## src/rtl/serial_ripple_subtractor.sv

```systemverilog
// Bit-serial ripple-borrow subtractor: diff = a - b - bin, LSB first, one bit per clock.
// Optional signed-overflow flag output enabled by macro SERIAL_SUB_SIGNED_OVF_EN.
module serial_ripple_subtractor #(
    parameter int unsigned WIDTH = 4
) (
    input  logic             clk,
    input  logic             rst_n,
    input  logic             in_valid,
    output logic             in_ready,
    input  logic [WIDTH-1:0] a,
    input  logic [WIDTH-1:0] b,
    input  logic             bin,
    output logic             out_valid,
    input  logic             out_ready,
    output logic [WIDTH-1:0] diff,
    output logic             bout
`ifdef SERIAL_SUB_SIGNED_OVF_EN
    ,
    output logic             ovf
`endif
);

    localparam int unsigned CNT_W = $clog2(WIDTH) + 1;
    localparam int unsigned RES_W = WIDTH - 1;

    typedef enum logic [1:0] {
        IDLE = 2'd0,
        RUN  = 2'd1,
        DONE = 2'd2
    } state_t;

    state_t             state_q, state_d;
    logic [WIDTH-1:0]   a_q, a_d;
    logic [WIDTH-1:0]   b_q, b_d;
    logic [RES_W-1:0]   res_q, res_d;
    logic               br_q, br_d;
    logic [CNT_W-1:0]   cnt_q, cnt_d;
    logic               in_ready_q, in_ready_d;
    logic               out_valid_q, out_valid_d;
    logic [WIDTH-1:0]   diff_q, diff_d;
    logic               bout_q, bout_d;
`ifdef SERIAL_SUB_SIGNED_OVF_EN
    logic               ovf_q, ovf_d;
`endif

    logic ai, bi, d_bit, br_nxt;

    // State and datapath registers
    always_ff @(posedge clk or negedge rst_n) begin
        if (!rst_n) begin
            state_q     <= IDLE;
            a_q         <= '0;
            b_q         <= '0;
            res_q       <= '0;
            br_q        <= 1'b0;
            cnt_q       <= '0;
            in_ready_q  <= 1'b1;
            out_valid_q <= 1'b0;
            diff_q      <= '0;
            bout_q      <= 1'b0;
`ifdef SERIAL_SUB_SIGNED_OVF_EN
            ovf_q       <= 1'b0;
`endif
        end else begin
            state_q     <= state_d;
            a_q         <= a_d;
            b_q         <= b_d;
            res_q       <= res_d;
            br_q        <= br_d;
            cnt_q       <= cnt_d;
            in_ready_q  <= in_ready_d;
            out_valid_q <= out_valid_d;
            diff_q      <= diff_d;
            bout_q      <= bout_d;
`ifdef SERIAL_SUB_SIGNED_OVF_EN
            ovf_q       <= ovf_d;
`endif
        end
    end

    // Next-state and registered-output logic
    always_comb begin
        state_d     = state_q;
        a_d         = a_q;
        b_d         = b_q;
        res_d       = res_q;
        br_d        = br_q;
        cnt_d       = cnt_q;
        in_ready_d  = in_ready_q;
        out_valid_d = out_valid_q;
        diff_d      = diff_q;
        bout_d      = bout_q;
`ifdef SERIAL_SUB_SIGNED_OVF_EN
        ovf_d       = ovf_q;
`endif

        ai     = a_q[0];
        bi     = b_q[0];
        d_bit  = ai ^ bi ^ br_q;
        br_nxt = (~ai & bi) | (~(ai ^ bi) & br_q);

        case (state_q)
            IDLE: begin
                if (in_valid && in_ready_q) begin
                    a_d        = a;
                    b_d        = b;
                    br_d       = bin;
                    cnt_d      = '0;
                    in_ready_d = 1'b0;
                    state_d    = RUN;
                end
            end
            RUN: begin
                // Result shifts right; the newest bit enters at the top
                res_d = RES_W'({d_bit, res_q} >> 1);
                a_d   = a_q >> 1;
                b_d   = b_q >> 1;
                br_d  = br_nxt;
                if (cnt_q == CNT_W'(WIDTH - 1)) begin
                    diff_d      = {d_bit, res_q};
                    bout_d      = br_nxt;
`ifdef SERIAL_SUB_SIGNED_OVF_EN
                    // Last bit pair is the operand sign bits
                    ovf_d       = (ai ^ bi) & (d_bit ^ ai);
`endif
                    out_valid_d = 1'b1;
                    state_d     = DONE;
                end else begin
                    cnt_d = cnt_q + CNT_W'(1);
                end
            end
            DONE: begin
                if (out_ready) begin
                    out_valid_d = 1'b0;
                    in_ready_d  = 1'b1;
                    state_d     = IDLE;
                end
            end
            default: begin
                out_valid_d = 1'b0;
                in_ready_d  = 1'b1;
                state_d     = IDLE;
            end
        endcase
    end

    assign in_ready  = in_ready_q;
    assign out_valid = out_valid_q;
    assign diff      = diff_q;
    assign bout      = bout_q;
`ifdef SERIAL_SUB_SIGNED_OVF_EN
    assign ovf       = ovf_q;
`endif

endmodule

```

## config.mk

```make
export PLATFORM = sky130hd
export DESIGN_NAME = serial_ripple_subtractor
export DESIGN_NICKNAME = d
export VERILOG_FILES = /design/src/rtl/serial_ripple_subtractor.sv
export SDC_FILE = /design/constraint.sdc
export NUM_CORES = 1
export LEC_CHECK = 0
export CORE_MARGIN = 2
export CORE_UTILIZATION = 45
export CTS_BUF_LIST = sky130_fd_sc_hd__clkbuf_16
export CTS_CLUSTER_DIAMETER = 40
export DETAILED_ROUTE_END_ITERATION = 7
export PLACE_DENSITY = 0.7
export SLEW_MARGIN = 25
export SYNTH_ARGS = -nofsm -noshare
export SYNTH_HDL_FRONTEND = slang
export SYNTH_SLANG_ARGS = --single-unit
```

## constraint.sdc

```tcl
create_clock -name clk -period 3.1 [get_ports clk]
set_clock_uncertainty 0.1 [all_clocks]
set_input_delay 0.62 -clock clk [delete_from_list [all_inputs] [get_ports clk]]
set_output_delay 0.62 -clock clk [all_outputs]
set_load 0.02 [all_outputs]
```

=== After elaboration in Yosys (flattened, before gate mapping) ===
Cells that the tools add are included.

* Register bits: 24
* Input bits: 13
* Output and inout port bits: 7
* Word-level logic and storage cells: 55

* Add/sub/neg operators: 1
* Equal/unequal tests: 7
* Mux-type cells: 19
* Bitwise logic cells: 9
* Reduce and logical (&&, ||, !) cells: 9

{| class="wikitable"
|+ Operators by type and width
! kind !! number
|-
| 4-bit one-hot mux with 2 select lines || 2
|-
| 3-bit AND reduction || 4
|-
| 4-bit two-way mux || 2
|-
| 2-bit inequality test, second input constant || 4
|-
| 2-bit two-way mux || 3
|-
| 3-bit two-way mux || 2
|-
| 1-bit one-hot mux with 3 select lines || 2
|-
| 2-bit one-hot mux with 3 select lines || 1
|-
| 3-bit one-hot mux with 2 select lines || 1
|-
| 1-bit two-way mux || 5
|-
| 1-bit NOT || 4
|-
| 2-bit AND reduction || 2
|-
| 3-bit by 1-bit adder with 3-bit output, second input constant || 1
|-
| 3-bit by 2-bit == test with 1-bit output, second input constant || 1
|-
| 1-bit AND || 2
|-
| 2-bit by 1-bit == test with 1-bit output, second input constant || 1
|-
| 2-bit == test, second input constant || 1
|-
| 2-bit logical NOT || 1
|-
| 1-bit one-hot mux with 2 select lines || 1
|-
| 2-bit nonzero test || 1
|-
| 1-bit bitwise XOR || 2
|-
| 1-bit logical AND || 1
|-
| 1-bit bitwise OR || 1
|}

=== Depth between registers and ports, before layout ===
Gate-level depths: netlist of run 1.

* Depth in word-level cells: 5
* Mapped depth: 6
* Gate-level depth less buffers: 5

=== Worst setup path before layout of run 1 ===
Ideal clock, no wire load.

* Kind: reg2reg
* Start point: reg cnt_q[0]
* End point: reg diff_q[0] (netlist: diff[0])
* Library setup time: 125 ps
* Arrival: 1,429 ps
* Data required time: 2,875 ps
* Slack: 1,447 ps
* Stages on the path, launching flop included: 6
* Path buffers: 1
* Period minus slack after synthesis: 1,653 ps
* Path through: dfrtp_1 -> ha_1 -> ha_1 -> buf_6 -> nand3b_1 -> mux2_2

* Cells in the longest elaborated chain, start to end: 2

{| class="wikitable"
|+ RTL lines
! item !! RTL line !! source
|-
| from (decl) || 37 || <nowiki>logic [CNT_W-1:0] cnt_q, cnt_d;</nowiki>
|-
| from (signal assigned) || 70 || <nowiki>cnt_q <= cnt_d;</nowiki>
|-
| 3-bit by 2-bit == test with 1-bit output || 119 || <nowiki>if (cnt_q == CNT_W'(WIDTH - 1)) begin</nowiki>
|-
| 2-bit AND reduction (no line) || -- ||
|-
| to (signal assigned) || 73 || <nowiki>diff_q <= diff_d;</nowiki>
|-
| to (decl) || 40 || <nowiki>logic [WIDTH-1:0] diff_q, diff_d;</nowiki>
|}

No other way between the ends.
A chain may end at the register's enable or synchronous reset.

=== Worst setup path in the final report of run 1 ===
* Start point: reg in_ready_q (netlist: in_ready)
* End point: out in_ready

{| class="wikitable"
|+ RTL lines
! item !! RTL line !! source
|-
| from (decl) || 38 || <nowiki>logic in_ready_q, in_ready_d;</nowiki>
|-
| from (signal assigned) || 71 || <nowiki>in_ready_q <= in_ready_d;</nowiki>
|-
| to (decl) || 9 || <nowiki>output logic in_ready,</nowiki>
|}

No word-level cell between the ends.

==> flow_summary.json, run 1 <==
{
  "finalSetupViolCount": 0,
  "power_switching_uw": 414.4,
  "cellPowerDensity_mw_per_mm2": 933.3,
  "clockPowerShare_pct": 26.9,
  "timing.critical_path.max_delay_family": "buffers and inverters",
  "synth.yosys.warnings": 0,
  "status": "completed",
  "clkTransAtPathRegs_ns": 0.06,
  "worstMarginPinSlew_ns": 0.5629,
  "setup_tns_ns": 0,
  "cts.sinks": 24,
  "timing.reg2reg.worst_path_depth": 4,
  "grt_max_degree": 25,
  "worst_ep_arrival_time_ns": 1.46,
  "die_area_mm2": 0.002976,
  "maxSlewViolCount": 0,
  "r2r_end": "diff[3]",
  "timing.critical_path.buf_inv": 1,
  "final_critical_path_required_period_ns": 2.179,
  "cts_tree": "done",
  "drv.max_cap_violation_count": 0,
  "timing.hold.worst.class": "reg -> reg",
  "crit_path_start": "in_ready",
  "drt_pass1_iterations": 5,
  "fmax_mhz": 458.9,
  "gp_routability_congestion": 0.7060,
  "port_buffers": 19,
  "design.core.area_mm2": 0.002455,
  "drcViolationCount": 0,
  "route.vias.total": 815,
  "grt_pass1_wl_mm": 3.505,
  "chipWidth_um": 54.55,
  "power.share.sequential_pct": 39.5,
  "power_frac_comb_pct": 33.6,
  "floorplan.die.height_um": 54.55,
  "cts_max_level": 1,
  "finalHoldWorstSlack_ns": 0.4041,
  "worst_hold_startpoint": "res_q[0]",
  "synth_top_cell_by_area": "sky130_fd_sc_hd__dfrtp_1",
  "post_synth.cell_area_avg_um2": 11.16,
  "cts-root-to-sink-buffers": 2,
  "hold_end": "res_q[0]",
  "final_util_pct": 58.92,
  "wl_mm": 2.109,
  "final_hold_viol_count": 0,
  "synthCells": 103,
  "synth_top_cell_area_share_pct": 50.05,
  "drt-wirelength-per-cell_um": 13.88,
  "netSwitchingFraction_pct": 30.69,
  "worst_r2r_startpoint": "cnt_q[0]",
  "drtAntennaViolNets": 0,
  "numCtsBuffers": 3,
  "synth.cell_area_mm2": 0.001150,
  "unrepaired_setup_endpoints_after_global_routing": "false",
  "post_cts_hold_buffer_count": 0,
  "total_global_routing_track_utilization_pct": 16.78,
  "floorplan.initialDensity_pct": 46.84,
  "whs_path_depth": 1,
  "drt-initial-drc-count": 14,
  "slowest_stage": "sky130_fd_sc_hd__clkdlybuf4s50_1",
  "share_of_synthesized_area_occupied_by_flip_flops_and_latches_pct": 52.34,
  "endpoint_kind": "primary output",
  "power_report.internal_total_uw": 935.6,
  "cpPeakStageDelay_ns": 0.62,
  "postCtsSetupRepairBufs": 0,
  "grt.overflow.total": 0,
  "antennaDiodeCount": 0,
  "worst-endpoint-required_ns": 2.38,
  "number_of_global_route_vias_before_repair": 779,
  "ys_top_cells_by_area": "sky130_fd_sc_hd__dfrtp_1, sky130_fd_sc_hd__mux2_2, sky130_fd_sc_hd__mux2i_1",
  "power.leakage_nw": 0.6279,
  "timing.reg2reg.setup_slack_ns": 1.26,
  "critical_path_class": "reg -> out",
  "final_clock_period_utilization_by_the_worst_path_pct": 70.29,
  "post_route_cells_drive_above_1_share_pct": 14.75,
  "nets_finish": 139,
  "dpl.hpwl_mm": 1.518,
  "worstPathMaxFanout": 7,
  "crit_path_cell_trace": "clkdlybuf4s50_1",
  "number_of_antenna_violations_at_the_first_check_in_global_routing": 0,
  "syn_nets": 119,
  "clock_network_latency_to_the_later_pin_of_the_worst_skew_pair_ns": 0.25,
  "irDropWorstVdd_mv": 0.5210,
  "drt-vias-per-instance": 5.362,
  "synth_cell_type_count": 25,
  "number_of_gates_resized_after_cts": 0,
  "crit_path_start_kind": "register",
  "rows": 18,
  "area_delta_synth_final_pct": 25.79,
  "io_pins": 20,
  "max-slew-margin-rel_pct": 62.47,
  "synth-seq-cells": 24,
  "root_buffer": "sky130_fd_sc_hd__clkbuf_16"
}
-- flip-flops by register name, indices dropped and copies added, names as in the netlist --
name / count
res_q: 3
bout: 1
out_valid: 1
b_q: 4
diff: 4
in_ready: 1
cnt_q: 3
state_q: 2
br_q: 1
a_q: 4
-- logic make-up after synthesis --
family | Yosys count | synth area share (%)
multiplexers | 15 | 13.93
flip-flops | 24 | 52.34
adder cells (fa/ha/maj) | 3 | 3.917
buffers and inverters | 11 | 6.094
AO/OA/AOI/OAI | 29 | 14.26
AND/OR/NAND/NOR | 21 | 9.468
-- metrics by stage --
| stage | power [mW] | setup WS, ns | instances | instance area, um2 |
|---|---|---|---|---|
| 2_1_floorplan | 0.8565 | 1.447 | 103 | 1150 |
| 3_3_place_gp | 0.9685 | 0.9945 | 148 | 1341 |
| 3_5_place_dp | 0.9993 | 0.9356 | 148 | 1341 |
| 4_1_cts | 1.364 | 0.9139 | 152 | 1446 |
| 5_1_grt | 1.444 | 0.8868 | 152 | 1446 |
| 6_report | 1.350 | 0.9209 | 152 | 1446 |
-- per-layer routing --
metal	global-route usage [%]	share of wire (%)
met1	23.76	48
met2	25.50	48
met3	2.459	3.3
met4	7.500	0.47
met5	0	0
-- power groups by stage --
stage | registers (mW) | logic, mW | clock network [mW]
6_report | 0.533 | 0.454 | 0.363
5_1_grt | 0.553 | 0.508 | 0.383
3_5_place_dp | 0.538 | 0.461 | 0
4_1_cts | 0.534 | 0.463 | 0.367
3_3_place_gp | 0.532 | 0.437 | 0
2_1_floorplan | 0.541 | 0.315 | 0
-- how the worst max path moves through the flow --
stage / slack [ns] / cells after the start / to
floorplan: 1.45 / 5 / diff[0]
global placement: 0.99 / 4 / cnt_q[1]
detailed placement: 0.94 / 4 / cnt_q[0]
CTS: 0.91 / 1 / in_ready
global route: 0.89 / 1 / in_ready
finish: 0.92 / 1 / in_ready
-- placed cells by master, fill, tap and decap left out, types with 2 or more instances in the layout --
cell and instances:
sky130_fd_sc_hd__a21oi_1 5, sky130_fd_sc_hd__a22o_1 3, sky130_fd_sc_hd__and4b_2 2, sky130_fd_sc_hd__buf_4 2, sky130_fd_sc_hd__clkbuf_16 3, sky130_fd_sc_hd__clkdlybuf4s50_1 19, sky130_fd_sc_hd__dfrtp_1 23, sky130_fd_sc_hd__ha_1 2
sky130_fd_sc_hd__inv_1 5, sky130_fd_sc_hd__mux2_2 8, sky130_fd_sc_hd__mux2i_1 7, sky130_fd_sc_hd__nand2_1 7, sky130_fd_sc_hd__nor2_1 5, sky130_fd_sc_hd__nor3_1 3, sky130_fd_sc_hd__o21ai_0 10, sky130_fd_sc_hd__o21ai_1 8
-- cells in the mapped netlist (all sizes together) --
cell type,count
o21ai,18
nand2,7
dfstp,1
dfrtp,23
a21o,1
a22o,3
buf,6
nand2b,1
inv,5
nor3,3
mux2,8
fa,1
nor2,5
and4b,2
or2,1
nand3b,1
mux2i,7
ha,2
a21oi,6
o22ai,1
nor2b,1
-- layout make-up --
class | instances | area [um2]
Inverter | 5 | 18.77
Tap cell | 30 | 37.54
Multi-Input combinational cell | 68 | 478.0
Fill cell | 206 | 1008
Clock buffer | 3 | 75.07
Clock inverter | 1 | 30.03
Sequential cell | 24 | 601.8
Timing Repair Buffer | 21 | 205.2
No activity file was read; power rests on OpenSTA's default activity.
==> run 2, diff against run 1 <==
--- a/config.mk
+++ b/config.mk
@@ -10,7 +10,7 @@
 export CTS_BUF_LIST = sky130_fd_sc_hd__clkbuf_16
 export CTS_CLUSTER_DIAMETER = 40
 export DETAILED_ROUTE_END_ITERATION = 7
-export PLACE_DENSITY = 0.7
+export PLACE_DENSITY = 0.72
 export SLEW_MARGIN = 25
 export SYNTH_ARGS = -nofsm -noshare
 export SYNTH_HDL_FRONTEND = slang
==> constraint.sdc (replaced) <==
create_clock -name clk -period 2 [get_ports clk]
set_clock_uncertainty 0.1 [all_clocks]
set_input_delay 0.4 -clock clk [delete_from_list [all_inputs] [get_ports clk]]
set_output_delay 0.4 -clock clk [all_outputs]
set_load 0.02 [all_outputs]
==> run 2 against run 1 <==
Sequential share of layout area shrank 0.18 points. Register-to-register slack lost 0.97 ns. Global-route usage grew 0.39 points. Non-clock buffer count grew 4. Worst setup slack lost 0.65 ns. Die area is the same. Combinational power grew 65%. Final area grew 0.43%. Clock power grew 16%. Via count grew 4.2%. Final cell count grew 2.6%. Critical path type unchanged. Largest power group unchanged.
==> flow_summary.json, run 2 (same netlist as run 1, synthesis figures left out) <==
{
  "placement.setup.worst_slack_ns": 0.1595,
  "clkTransAtPathRegs_ns": 0.06,
  "cts_tree": "done",
  "drt-vias-per-instance": 5.442,
  "finalSetupViolCount": 0,
  "placed_cells_incl_taps": 152,
  "max-slew-margin-rel_pct": 75.38,
  "post_layout_nonfiller_instances": 156,
  "r2r_end": "diff[2]",
  "drt-wirelength-per-cell_um": 13.46,
  "gp_routability_congestion": 0.7093,
  "total_global_routing_track_utilization_pct": 17.18,
  "worstMarginPinSlew_ns": 0.3682,
  "sequential_cell_area_um2": 601.8,
  "final_hold_viol_count": 0,
  "drcViolationCount": 0,
  "drt_pass1_iterations": 4,
  "crit_path_start_kind": "register",
  "irDropWorstVdd_mv": 0.7906,
  "nFillCells": 227,
  "chipWidth_um": 54.55,
  "port_buffers": 19,
  "drtAntennaViolNets": 0,
  "fin_area_mm2": 0.001453,
  "met3_wirelength_um": 90,
  "slowest_stage": "sky130_fd_sc_hd__clkdlybuf4s50_1",
  "timing.critical_path.max_delay_family": "buffers and inverters",
  "worst_ep_arrival_time_ns": 1.22,
  "io_pins": 20,
  "timing.final.ws_setup_ns": 0.2753,
  "drv.max_cap_violation_count": 0,
  "worst-endpoint-required_ns": 1.50,
  "grt_max_degree": 25,
  "worst_r2r_startpoint": "cnt_q[0]",
  "crit_cells": 1,
  "root_buffer": "sky130_fd_sc_hd__clkbuf_16",
  "numCtsBuffers": 3,
  "number_of_antenna_violations_at_the_first_check_in_global_routing": 0,
  "crit_path_cell_trace": "clkdlybuf4s50_1",
  "nets_finish": 143,
  "final_critical_path_required_period_ns": 1.725,
  "cts_max_level": 1,
  "whs_path_depth": 2,
  "wl_mm": 2.099,
  "clock_network_latency_to_the_later_pin_of_the_worst_skew_pair_ns": 0.25,
  "unrepaired_setup_endpoints_after_global_routing": "false",
  "maxSlewViolCount": 0,
  "placed_area_mm2": 0.001371,
  "cellPowerDensity_mw_per_mm2": 1360,
  "worstPathMaxFanout": 3,
  "routed.top_layer": "met4",
  "status": "completed",
  "cts.sinks": 24,
  "antennaDiodeCount": 0,
  "post_route_cells_drive_above_1_share_pct": 16.67,
  "number_of_global_route_vias_before_repair": 876,
  "timing.hold.worst.class": "reg -> reg",
  "final_common_cell": "sky130_fd_sc_hd__dfrtp_1",
  "setup_tns_ns": 0,
  "dpl.hpwl_mm": 1.552,
  "final_util_pct": 59.17,
  "multiInputGateArea_um2": 478.0,
  "timing.reg2reg.worst_path_depth": 4,
  "floorplan.die.height_um": 54.55,
  "power.leakage_nw": 0.6544,
  "rows": 18,
  "layout_common_cells": "sky130_fd_sc_hd__dfrtp_1, sky130_fd_sc_hd__clkdlybuf4s50_1, sky130_fd_sc_hd__o21ai_0",
  "crit_path_start": "out_valid",
  "drt-initial-drc-count": 6,
  "timing.reg2reg.setup_slack_ns": 0.29,
  "die_area_mm2": 0.002976,
  "grt.overflow.total": 0,
  "critical_path_class": "reg -> out",
  "area_delta_synth_final_pct": 26.33,
  "worst_hold_startpoint": "bout",
  "routed-wl-met2_mm": 1.091,
  "met1Wirelength_um": 882,
  "cpPeakStageDelay_ns": 0.61,
  "fmax_mhz": 579.8,
  "design.core.area_mm2": 0.002455,
  "final_clock_period_utilization_by_the_worst_path_pct": 86.23,
  "floorplan.initialDensity_pct": 46.84,
  "endpoint_kind": "primary output",
  "grt_pass1_wl_mm": 3.532,
  "post_cts_hold_buffer_count": 0,
  "route.vias.total": 849,
  "timing.critical_path.buf_inv": 1,
  "cts-root-to-sink-buffers": 2,
  "hold_end": "bout"
}
-- run 2: repair_timing --
| action | CTS | global route |
|---|---|---|
| setup endpoints to repair | 0 | 1 |
| buffers inserted | 0 | 0 |
| gates resized for setup | 0 | 1 |
-- run 2: worst max-delay path by stage --
stage | end | slack (ns)
6_report | out_valid | 0.28
5_1_grt | out_valid | 0.23
4_1_cts | in_ready | 0.03
3_5_place_dp | cnt_q[1] | 0.16
3_3_place_gp | cnt_q[0] | 0.18
2_1_floorplan | diff[0] | 0.35
-- run 2: area by class of cell --
type / count / share of cell area (%)
flip-flops and latches: 24 / 41.43
repair buffers: 25 / 16.37
multi-input cells: 68 / 32.90
clock inverters: 1 / 0.2584
clock buffers: 3 / 5.168
well taps: 30 / 2.584
inverters: 5 / 1.292
-- run 2: metal layers --
metal  GRT usage (%)  up-vias
li1                -      409
met1           18.72      415
met4           8.750        0
met2           31.93       21
met5               0        -
met3           2.459        4
-- run 2: report_power, final --
group          internal (mW)  leakage [nW]  switching (mW)
Clock                  0.267        0.0385           0.156
Sequential             0.684         0.301           0.120
Combinational          0.394         0.315           0.355
-- run 2: through the flow --
stage,hold slack (ns),total power [mW]
6_report,0.3903,1.975
4_1_cts,0.4026,2.006
2_1_floorplan,0.004409,1.328
3_3_place_gp,0.3611,1.525
5_1_grt,0.4261,2.133
3_5_place_dp,0.3892,1.574
==> run 3, diff against run 2 <==
--- a/config.mk
+++ b/config.mk
@@ -5,7 +5,7 @@
 export SDC_FILE = /design/constraint.sdc
 export NUM_CORES = 1
 export LEC_CHECK = 0
-export CORE_MARGIN = 2
+export CORE_MARGIN = 1
 export CORE_UTILIZATION = 45
 export CTS_BUF_LIST = sky130_fd_sc_hd__clkbuf_16
 export CTS_CLUSTER_DIAMETER = 40
==> run 3 against run 2 <==
Final cell count shrank 1.9%. Maximum frequency is essentially flat. First-iteration DRC count grew 130%. Utilization grew 3.0 points. Critical path depth is the same. Sequential share of layout area grew 0.29 points. Largest power group unchanged.
==> flow_summary.json, run 3 (same netlist as run 1, synthesis figures left out) <==
{
  "status": "completed",
  "placement.setup.worst_slack_ns": 0.1278,
  "multiInputGateArea_um2": 478.0,
  "cts-root-to-sink-buffers": 2,
  "cellPowerDensity_mw_per_mm2": 1373,
  "finalHoldWorstSlack_ns": 0.3839,
  "grt.overflow.total": 0,
  "chipWidth_um": 52.55,
  "clock_network_latency_to_the_later_pin_of_the_worst_skew_pair_ns": 0.25,
  "floorplan.die.height_um": 52.55,
  "area_delta_synth_final_pct": 25.46,
  "final_common_cell": "sky130_fd_sc_hd__dfrtp_1",
  "total_global_routing_track_utilization_pct": 18.00,
  "max-slew-margin-rel_pct": 72.85,
  "drcViolationCount": 0,
  "design.core.area_mm2": 0.002318,
  "finalSetupViolCount": 0,
  "nFillCells": 203,
  "cpPeakStageDelay_ns": 0.61,
  "number_of_antenna_violations_at_the_first_check_in_global_routing": 0,
  "floorplan.initialDensity_pct": 49.60,
  "fmax_mhz": 579.6,
  "final_hold_viol_count": 0,
  "clkTransAtPathRegs_ns": 0.06,
  "port_buffers": 19,
  "worst-endpoint-required_ns": 1.50,
  "drt-wirelength-per-cell_um": 13.63,
  "irDropWorstVdd_mv": 0.9153,
  "timing.critical_path.max_delay_family": "buffers and inverters",
  "wl_mm": 2.086,
  "sequential_cell_area_um2": 601.8,
  "crit_cells": 1,
  "timing.hold.worst.class": "reg -> reg",
  "unrepaired_setup_endpoints_after_global_routing": "false",
  "gp_routability_congestion": 0.7299,
  "setup_tns_ns": 0,
  "cts_tree": "done",
  "whs_path_depth": 2,
  "drt-vias-per-instance": 5.386,
  "rows": 17,
  "layout_common_cells": "sky130_fd_sc_hd__dfrtp_1, sky130_fd_sc_hd__clkdlybuf4s50_1, sky130_fd_sc_hd__o21ai_0",
  "drv.max_cap_violation_count": 0,
  "timing.critical_path.buf_inv": 1,
  "grt_max_degree": 25,
  "worst_ep_arrival_time_ns": 1.23,
  "nets_finish": 142,
  "antennaDiodeCount": 0,
  "drtAntennaViolNets": 0,
  "crit_path_cell_trace": "clkdlybuf4s50_1",
  "drt_pass1_iterations": 4,
  "dpl.hpwl_mm": 1.461,
  "numCtsBuffers": 3,
  "worstMarginPinSlew_ns": 0.4073,
  "io_pins": 20,
  "power.leakage_nw": 0.6528,
  "timing.reg2reg.worst_path_depth": 4,
  "root_buffer": "sky130_fd_sc_hd__clkbuf_16",
  "maxSlewViolCount": 0,
  "final_clock_period_utilization_by_the_worst_path_pct": 86.26,
  "grt_pass1_wl_mm": 3.574,
  "worstPathMaxFanout": 3,
  "critical_path_class": "reg -> out",
  "route.vias.total": 824,
  "number_of_global_route_vias_before_repair": 796,
  "die_area_mm2": 0.002762,
  "cts_max_level": 1,
  "crit_path_start_kind": "register",
  "post_route_cells_drive_above_1_share_pct": 16.00,
  "cts.sinks": 24,
  "timing.final.ws_setup_ns": 0.2748,
  "drt-initial-drc-count": 14,
  "final_critical_path_required_period_ns": 1.725,
  "endpoint_kind": "primary output",
  "slowest_stage": "sky130_fd_sc_hd__clkdlybuf4s50_1"
}
==> run 3: tightest hold or removal path, delay by kind of cell (launching register included) <==
family,cells,cell delay (ns)
compound gates,1,0.07
simple gates,1,0.04
flops,1,0.34
==> run 3: per-stage QoR <==
step | utilization, % | instances | area, um2 | power [mW]
3_5_place_dp | 58.72 | 149 | 1361 | 1.564
2_1_floorplan | - | 103 | 1150 | 1.328
3_3_place_gp | 58.72 | 149 | 1361 | 1.530
6_report | 62.22 | 153 | 1443 | 1.981
4_1_cts | 62.12 | 153 | 1440 | 1.998
5_1_grt | 62.22 | 153 | 1443 | 2.126
==> run 3: power by group <==
part	total, mW	leakage, nW	switching [mW]	internal, mW
logic	0.736	0.309	0.347	0.389
registers	0.824	0.301	0.140	0.684
clock network	0.422	0.0423	0.156	0.266
total	1.98	0.653	0.642	1.34
==> run 3: worst paths after layout <==
check	end	startpoint	slack, ns
worst max register to register	diff[0]	cnt_q[0]	0.31
min in group asynchronous	b_q[0]	rst_n	0.40
worst min register to register	bout	bout	0.38
max in group asynchronous	in_ready	rst_n	1.11
worst min-delay path	bout	bout	0.38
worst max-delay path	out_valid	out_valid	0.27
==> run 3: layout make-up <==
class	count	share of cell area, %
repair buffers	24	15.96
multi-input cells	68	33.13
clock buffers	3	5.204
clock inverters	1	0.2602
flip-flops and latches	24	41.72
well taps	28	2.428
inverters	5	1.301
==> run 3: what timing repair did <==
item                                    CTS  global route
endpoints found under the hold margin     0             0
hold buffers                              0             0
buffers inserted                          0             0
endpoints found under the setup margin    0             1
gates resized for setup                   0             1
==> run 3: per-layer routing <==
| layer | global-route usage (%) | vias to the layer above | part of all wire [%] |
|---|---|---|---|
| li1 | - | 405 | - |
| met1 | 24.30 | 396 | 46 |
| met2 | 28.48 | 21 | 49 |
| met3 | 2.609 | 2 | 4.3 |
| met4 | 7.895 | 0 | 0.38 |
| met5 | 0 | - | 0 |
==> variant 1, RTL diff (flow settings as in run 2) <==
The option `SERIAL_SUB_SIGNED_OVF_EN` is turned on by a define.
--- a/src/rtl/serial_ripple_subtractor.sv
+++ b/src/rtl/serial_ripple_subtractor.sv
@@ -1,5 +1,7 @@
 // Bit-serial ripple-borrow subtractor: diff = a - b - bin, LSB first, one bit per clock.
 // Optional signed-overflow flag output enabled by macro SERIAL_SUB_SIGNED_OVF_EN.
+`define SERIAL_SUB_SIGNED_OVF_EN
+
 module serial_ripple_subtractor #(
     parameter int unsigned WIDTH = 4
 ) (
Function (old outputs only; new: ovf): kept (equiv_simple and equiv_induct, registers matched by name and starting in step).
==> variant 1 against run 2 <==
Die area rose by 3.4%. Total power up 0.80%. Setup slack got worse by 17 ps. Critical endpoint unchanged. Sequential cell count increased by 1. First-iteration DRC count is 33% lower. Final area up 3.1%. Routed wire length down 2.7%. Area after synthesis is 3.7% higher.
==> variant 1: results (changes against run 2) <==
----------------------------------------------------
[Status]
  Outcome ... complete, no violations (unchanged)

[Worst setup path]
  Slowest-stage cell, CP ... sky130_fd_sc_hd__clkdlybuf4s50_1 (unchanged)
  Data arrival time of the critical path ... 1240 ps (was 1220 ps)
  Largest stage delay, worst path ... 620 ps
  Maximum fanout along the worst path ... 3 (unchanged)

[Place]
  DPL Wire Length ... 1521 microns (was 1552 microns)
  Buffers on Ports ... 20 (was 19)
  Setup slack after placement ... 44.59 ps (was 159.5 ps)
  Gp weighted congestion ... 0.7106 (was 0.7093)

[Final layout]
  Fin nets ... 145 (was 143)
  # fillers ... 225 (was 227)
  Fraction of final layout cells sized beyond drive strength 1 ... 0.1260 (was 0.1667)

[STA]
  Rel. slew slack ... 0.7037 (was 0.7538)

[Drt]
  Post-Route WL ... 2043 microns (was 2099 microns)
  Total iterations of the first detailed-routing run ... 3 (was 4)
  Via density per instance ... 5.414 (was 5.442)
  DRC marker count from the first detailed-route iteration ... 4 (was 6)

[Pwr]
  LEAKAGE ... 0.0006985 uW (was 0.0006544 uW)
  Sw Share ... 0.3257 (was 0.3193)
  Maximum VDD drop ... 0.6983 mV (was 0.7906 mV)

[Clocking]
  Max Root-Sink Buffers ... 2 (unchanged)
  Number of buffers inserted during clock tree synthesis ... 3 (unchanged)
  Root buffer cell ... sky130_fd_sc_hd__clkbuf_16 (unchanged)
  Setup Buffers After CTS ... 0 (unchanged)
  Clock latency on the worst-skew pair ... 250 ps (about the same)
  Quantity of hold-fixing buffers added after cts ... 0 (unchanged)

[Logic synthesis]
  Synthesis warning total ... 0 (unchanged)
  Synth Net Count ... 123 (was 119)
  Post-synth ARST share ... 1.000 (unchanged)
  Top cells by instance count after synthesis ... sky130_fd_sc_hd__dfrtp_1, sky130_fd_sc_hd__o21ai_0, sky130_fd_sc_hd__nand2_1, sky130_fd_sc_hd__mux2i_1, sky130_fd_sc_hd__o21ai_1 (was sky130_fd_sc_hd__dfrtp_1, sky130_fd_sc_hd__o21ai_0, sky130_fd_sc_hd__mux2_2, sky130_fd_sc_hd__o21ai_1)
  Biggest area contributors in the synthesized netlist ... sky130_fd_sc_hd__dfrtp_1, sky130_fd_sc_hd__mux2i_1, sky130_fd_sc_hd__mux2_2, sky130_fd_sc_hd__o21ai_0, sky130_fd_sc_hd__ha_1 (was sky130_fd_sc_hd__dfrtp_1, sky130_fd_sc_hd__mux2_2, sky130_fd_sc_hd__mux2i_1, sky130_fd_sc_hd__o21ai_0, sky130_fd_sc_hd__o21ai_1)
  Post-synth cell types ... 27 (was 25)
  Proportion of synthesized chip area in sequential cells ... 0.5257 (was 0.5234)

[GRT]
  Largest net degree at the start of global routing ... 26 (was 25)
  Overall Global Routing Usage ... 0.1539 (was 0.1718)
  Wire length of the first global-routing pass ... 3829 microns (was 3532 microns)
  Number of global-route vias before repair ... 873 (was 876)
  Initial antenna violation count ... 0 (unchanged)

----------------------------------------------------
variant 1: logic make-up (layout without fill, tap and decap cells):
family	after synthesis	after routing	share of synthesized area
buf+inv	9	30	0.04092
fa+ha+maj	4	4	0.04827
compound gates	31	31	0.1521
simple gates	22	22	0.1018
flops	25	25	0.5257
mux	14	14	0.1238
xor+xnor	1	1	0.007347
variant 1: path summary, 6_finish.rpt:
kind                       slack, ps                    to  cells past startpoint             startpoint
max                              260             out_valid                      1  out_valid$_DFFE_PN0P_
min reg2reg                      390       ovf$_DFFE_PN0P_                      2        ovf$_DFFE_PN0P_
min in group asynchronous        400   diff[3]$_DFFE_PN0P_                      2                  rst_n
max reg2reg                      320   diff[0]$_DFFE_PN0P_                      4   cnt_q[0]$_DFFE_PN0P_
min                              390       ovf$_DFFE_PN0P_                      2        ovf$_DFFE_PN0P_
max in group asynchronous       1120  in_ready$_DFFE_PN1P_                      2                  rst_n
variant 1: stage by stage:
stage / total power [uW] / instances / hold WS [ps] / area [sq um]
after detailed placement: 1577 / 153 / 373.8 / 1415
final: 1991 / 157 / 392.8 / 1498
after global placement: 1540 / 153 / 362.3 / 1415
after floorplan: 1339 / 106 / 4.409 / 1192
after CTS: 2016 / 157 / 388.2 / 1495
after global routing: 2151 / 157 / 434.2 / 1498
variant 1: per-layer routing:
metal  up-vias  track usage  routed length, microns
met3         0      0.02342                      62
met4         0      0.04878                       0
met2        14       0.2789                    1095
met5         -            0                       0
li1        419            -                       -
met1       417       0.1860                     885
variant 1: power by group through the flow:
| stage | clock [uW] | sequential [uW] | combinational (uW) |
|---|---|---|---|
| after floorplan | 0 | 872 | 468 |
| after global placement | 0 | 848 | 692 |
| after detailed placement | 0 | 857 | 720 |
| after CTS | 443 | 850 | 724 |
| after global routing | 468 | 880 | 802 |
| final | 437 | 844 | 710 |
variant 1: area by class of cell:
cell class                      count  area share
Clock buffer                        3     0.05013
Timing Repair Buffer               23      0.1504
Tap cell                           30     0.02506
Inverter                            3    0.007519
Clock inverter                      1    0.003342
Multi-Input combinational cell     72      0.3450
Sequential cell                    25      0.4185
==> variant 2, RTL diff (settings of run 2) <==
Without the edit above. Take the reset off `a_q` and `b_q` and load them in a clocked block of their own.
--- a/src/rtl/serial_ripple_subtractor.sv
+++ b/src/rtl/serial_ripple_subtractor.sv
@@ -49,8 +49,6 @@
     always_ff @(posedge clk or negedge rst_n) begin
         if (!rst_n) begin
             state_q     <= IDLE;
-            a_q         <= '0;
-            b_q         <= '0;
             res_q       <= '0;
             br_q        <= 1'b0;
             cnt_q       <= '0;
@@ -63,8 +61,6 @@
 `endif
         end else begin
             state_q     <= state_d;
-            a_q         <= a_d;
-            b_q         <= b_d;
             res_q       <= res_d;
             br_q        <= br_d;
             cnt_q       <= cnt_d;
@@ -76,6 +72,11 @@
             ovf_q       <= ovf_d;
 `endif
         end
+    end
+
+    always_ff @(posedge clk) begin
+        a_q <= a_d;
+        b_q <= b_d;
     end
 
     // Next-state and registered-output logic
Function: same outputs for any inputs over 10 cycles, from zero or initial values and one cycle with rst_n low; that may be too few to reach the edited logic, so the function may still have changed.
==> variant 2 against run 2 <==
Sequential share of layout area grew 3.6 points. Sequential cell count is the same. Final area is 1.8% lower. Area after synthesis shrank 3.7%. Final cell count down 13%. Routed wire length shrank 12%. Total power is 3.8% lower. Via count is 18% lower. Critical path depth unchanged. Setup slack got worse by 190 ps.
==> variant 2: results (changes against run 2) <==
----------------------------------------------------
[Drt]
  Wire length on met2 ... 895 microns (was 1091 microns)
  Drt wl/cell ... 13.63 microns (was 13.46 microns)
  Met1 WL ... 843 microns (was 882 microns)
  Total vias in the final route ... 696 (was 849)
  Met3 routed WL ... 66 microns (was 90 microns)

[Logic synthesis]
  Fraction of synthesized area in multiplexers ... 0.1559 (was 0.1393)
  Top cells by instance count after synthesis ... sky130_fd_sc_hd__dfrtp_1, sky130_fd_sc_hd__mux2_2, sky130_fd_sc_hd__edfxtp_1, sky130_fd_sc_hd__nand2_1, sky130_fd_sc_hd__inv_1 (was sky130_fd_sc_hd__dfrtp_1, sky130_fd_sc_hd__o21ai_0, sky130_fd_sc_hd__mux2_2, sky130_fd_sc_hd__o21ai_1)
  Proportion of synthesized chip area in sequential cells ... 0.5797 (was 0.5234)
  Biggest area contributors in the synthesized netlist ... sky130_fd_sc_hd__dfrtp_1, sky130_fd_sc_hd__edfxtp_1, sky130_fd_sc_hd__mux2_2, sky130_fd_sc_hd__mux2_4, sky130_fd_sc_hd__dfstp_2 (was sky130_fd_sc_hd__dfrtp_1, sky130_fd_sc_hd__mux2_2, sky130_fd_sc_hd__mux2i_1, sky130_fd_sc_hd__o21ai_0, sky130_fd_sc_hd__o21ai_1)
  Post-synth cell types ... 26 (was 25)
  Synth Net Count ... 99 (was 119)

[Pwr]
  Switching power summed over all nets ... 562.0 uW (was 630.5 uW)
  Maximum VDD drop ... 0.6384 mV (was 0.7906 mV)
  LEAKAGE ... 0.0006403 uW (was 0.0006544 uW)
  Total sequential power ... 772 uW (was 804 uW)
  Power density relative to cell area ... 1331 nW/um^2 (was 1360 nW/um^2)

[Place]
  Gp weighted congestion ... 0.7291 (was 0.7093)
  Setup slack after placement ... 138.5 ps (was 159.5 ps)
  Cell area after placement ... 1348 sq um (was 1371 sq um)
  Number of instances in the placed design ... 131 (was 152)
  DPL Wire Length ... 1354 microns (was 1552 microns)

[Status]
  Outcome ... complete, no violations (unchanged)

[Worst setup path]
  Maximum fanout along the worst path ... 5 (was 3)
  Data arrival time of the critical path ... 1420 ps (was 1220 ps)
  Reg-to-Reg End ... diff[0]$_DFFE_PN0P_ (was diff[2]$_DFFE_PN0P_)

[GRT]
  Overall Global Routing Usage ... 0.1499 (was 0.1718)
  Number of global-route vias before repair ... 666 (was 876)
  Largest net degree at the start of global routing ... 17 (was 25)
  Wire length of the first global-routing pass ... 2953 microns (was 3532 microns)

[Final layout]
  # fillers ... 166 (was 227)
  Final cell utilization of the core ... 0.6267 (was 0.5917)
  Fraction of final layout cells sized beyond drive strength 1 ... 0.2336 (was 0.1667)

[Hold path]
  Type of the worst min-delay path ... input port to asynchronous set/reset pin (was register to register)

----------------------------------------------------
==> variant 2: cell count changes after synthesis, moves of 2 or more <==
cell / before / now
sky130_fd_sc_hd__mux2i_1: 7 / 0
sky130_fd_sc_hd__dfrtp_1: 23 / 15
sky130_fd_sc_hd__and4b_2: 2 / 0
sky130_fd_sc_hd__o21ai_1: 8 / 0
sky130_fd_sc_hd__edfxtp_1: 0 / 8
sky130_fd_sc_hd__nor2_1: 5 / 3
sky130_fd_sc_hd__mux2_2: 8 / 10
sky130_fd_sc_hd__o21ai_0: 10 / 3
sky130_fd_sc_hd__mux2_4: 0 / 4
==> variant 2: metal layers <==
metal	vias to the layer above	global-route usage
met5	-	0
met4	0	0.07692
met3	5	0.03333
met2	14	0.2366
met1	337	0.1941
li1	340	-
==> variant 2: worst max-delay path by stage <==
stage / from / end / depth (start not counted)
floorplan: cnt_q[0]$_DFFE_PN0P_ / diff[0]$_DFFE_PN0P_ / 5
global route: in_ready$_DFFE_PN1P_ / in_ready / 1
detailed placement: in_valid / a_q[1]$_DFFE_PP_ / 5
CTS: in_ready$_DFFE_PN1P_ / in_ready / 1
finish: in_ready$_DFFE_PN1P_ / in_ready / 1
global placement: in_valid / a_q[3]$_SDFFCE_PP0P_ / 5
==> variant 2: worst reg2reg max path: stages, from the launching register on <==
cell                       delay (ps)
sky130_fd_sc_hd__dfrtp_1          390
sky130_fd_sc_hd__ha_1             160
sky130_fd_sc_hd__ha_1             360
sky130_fd_sc_hd__nand3b_4         190
sky130_fd_sc_hd__mux2_4           340
==> variant 2: cell type report <==
cell class,instances,area share
Timing Repair Buffer,24,0.1684
Inverter,5,0.01316
Multi-Input combinational cell,50,0.2886
Clock inverter,1,0.002632
Sequential cell,24,0.4500
Tap cell,28,0.02456
Clock buffer,3,0.05263
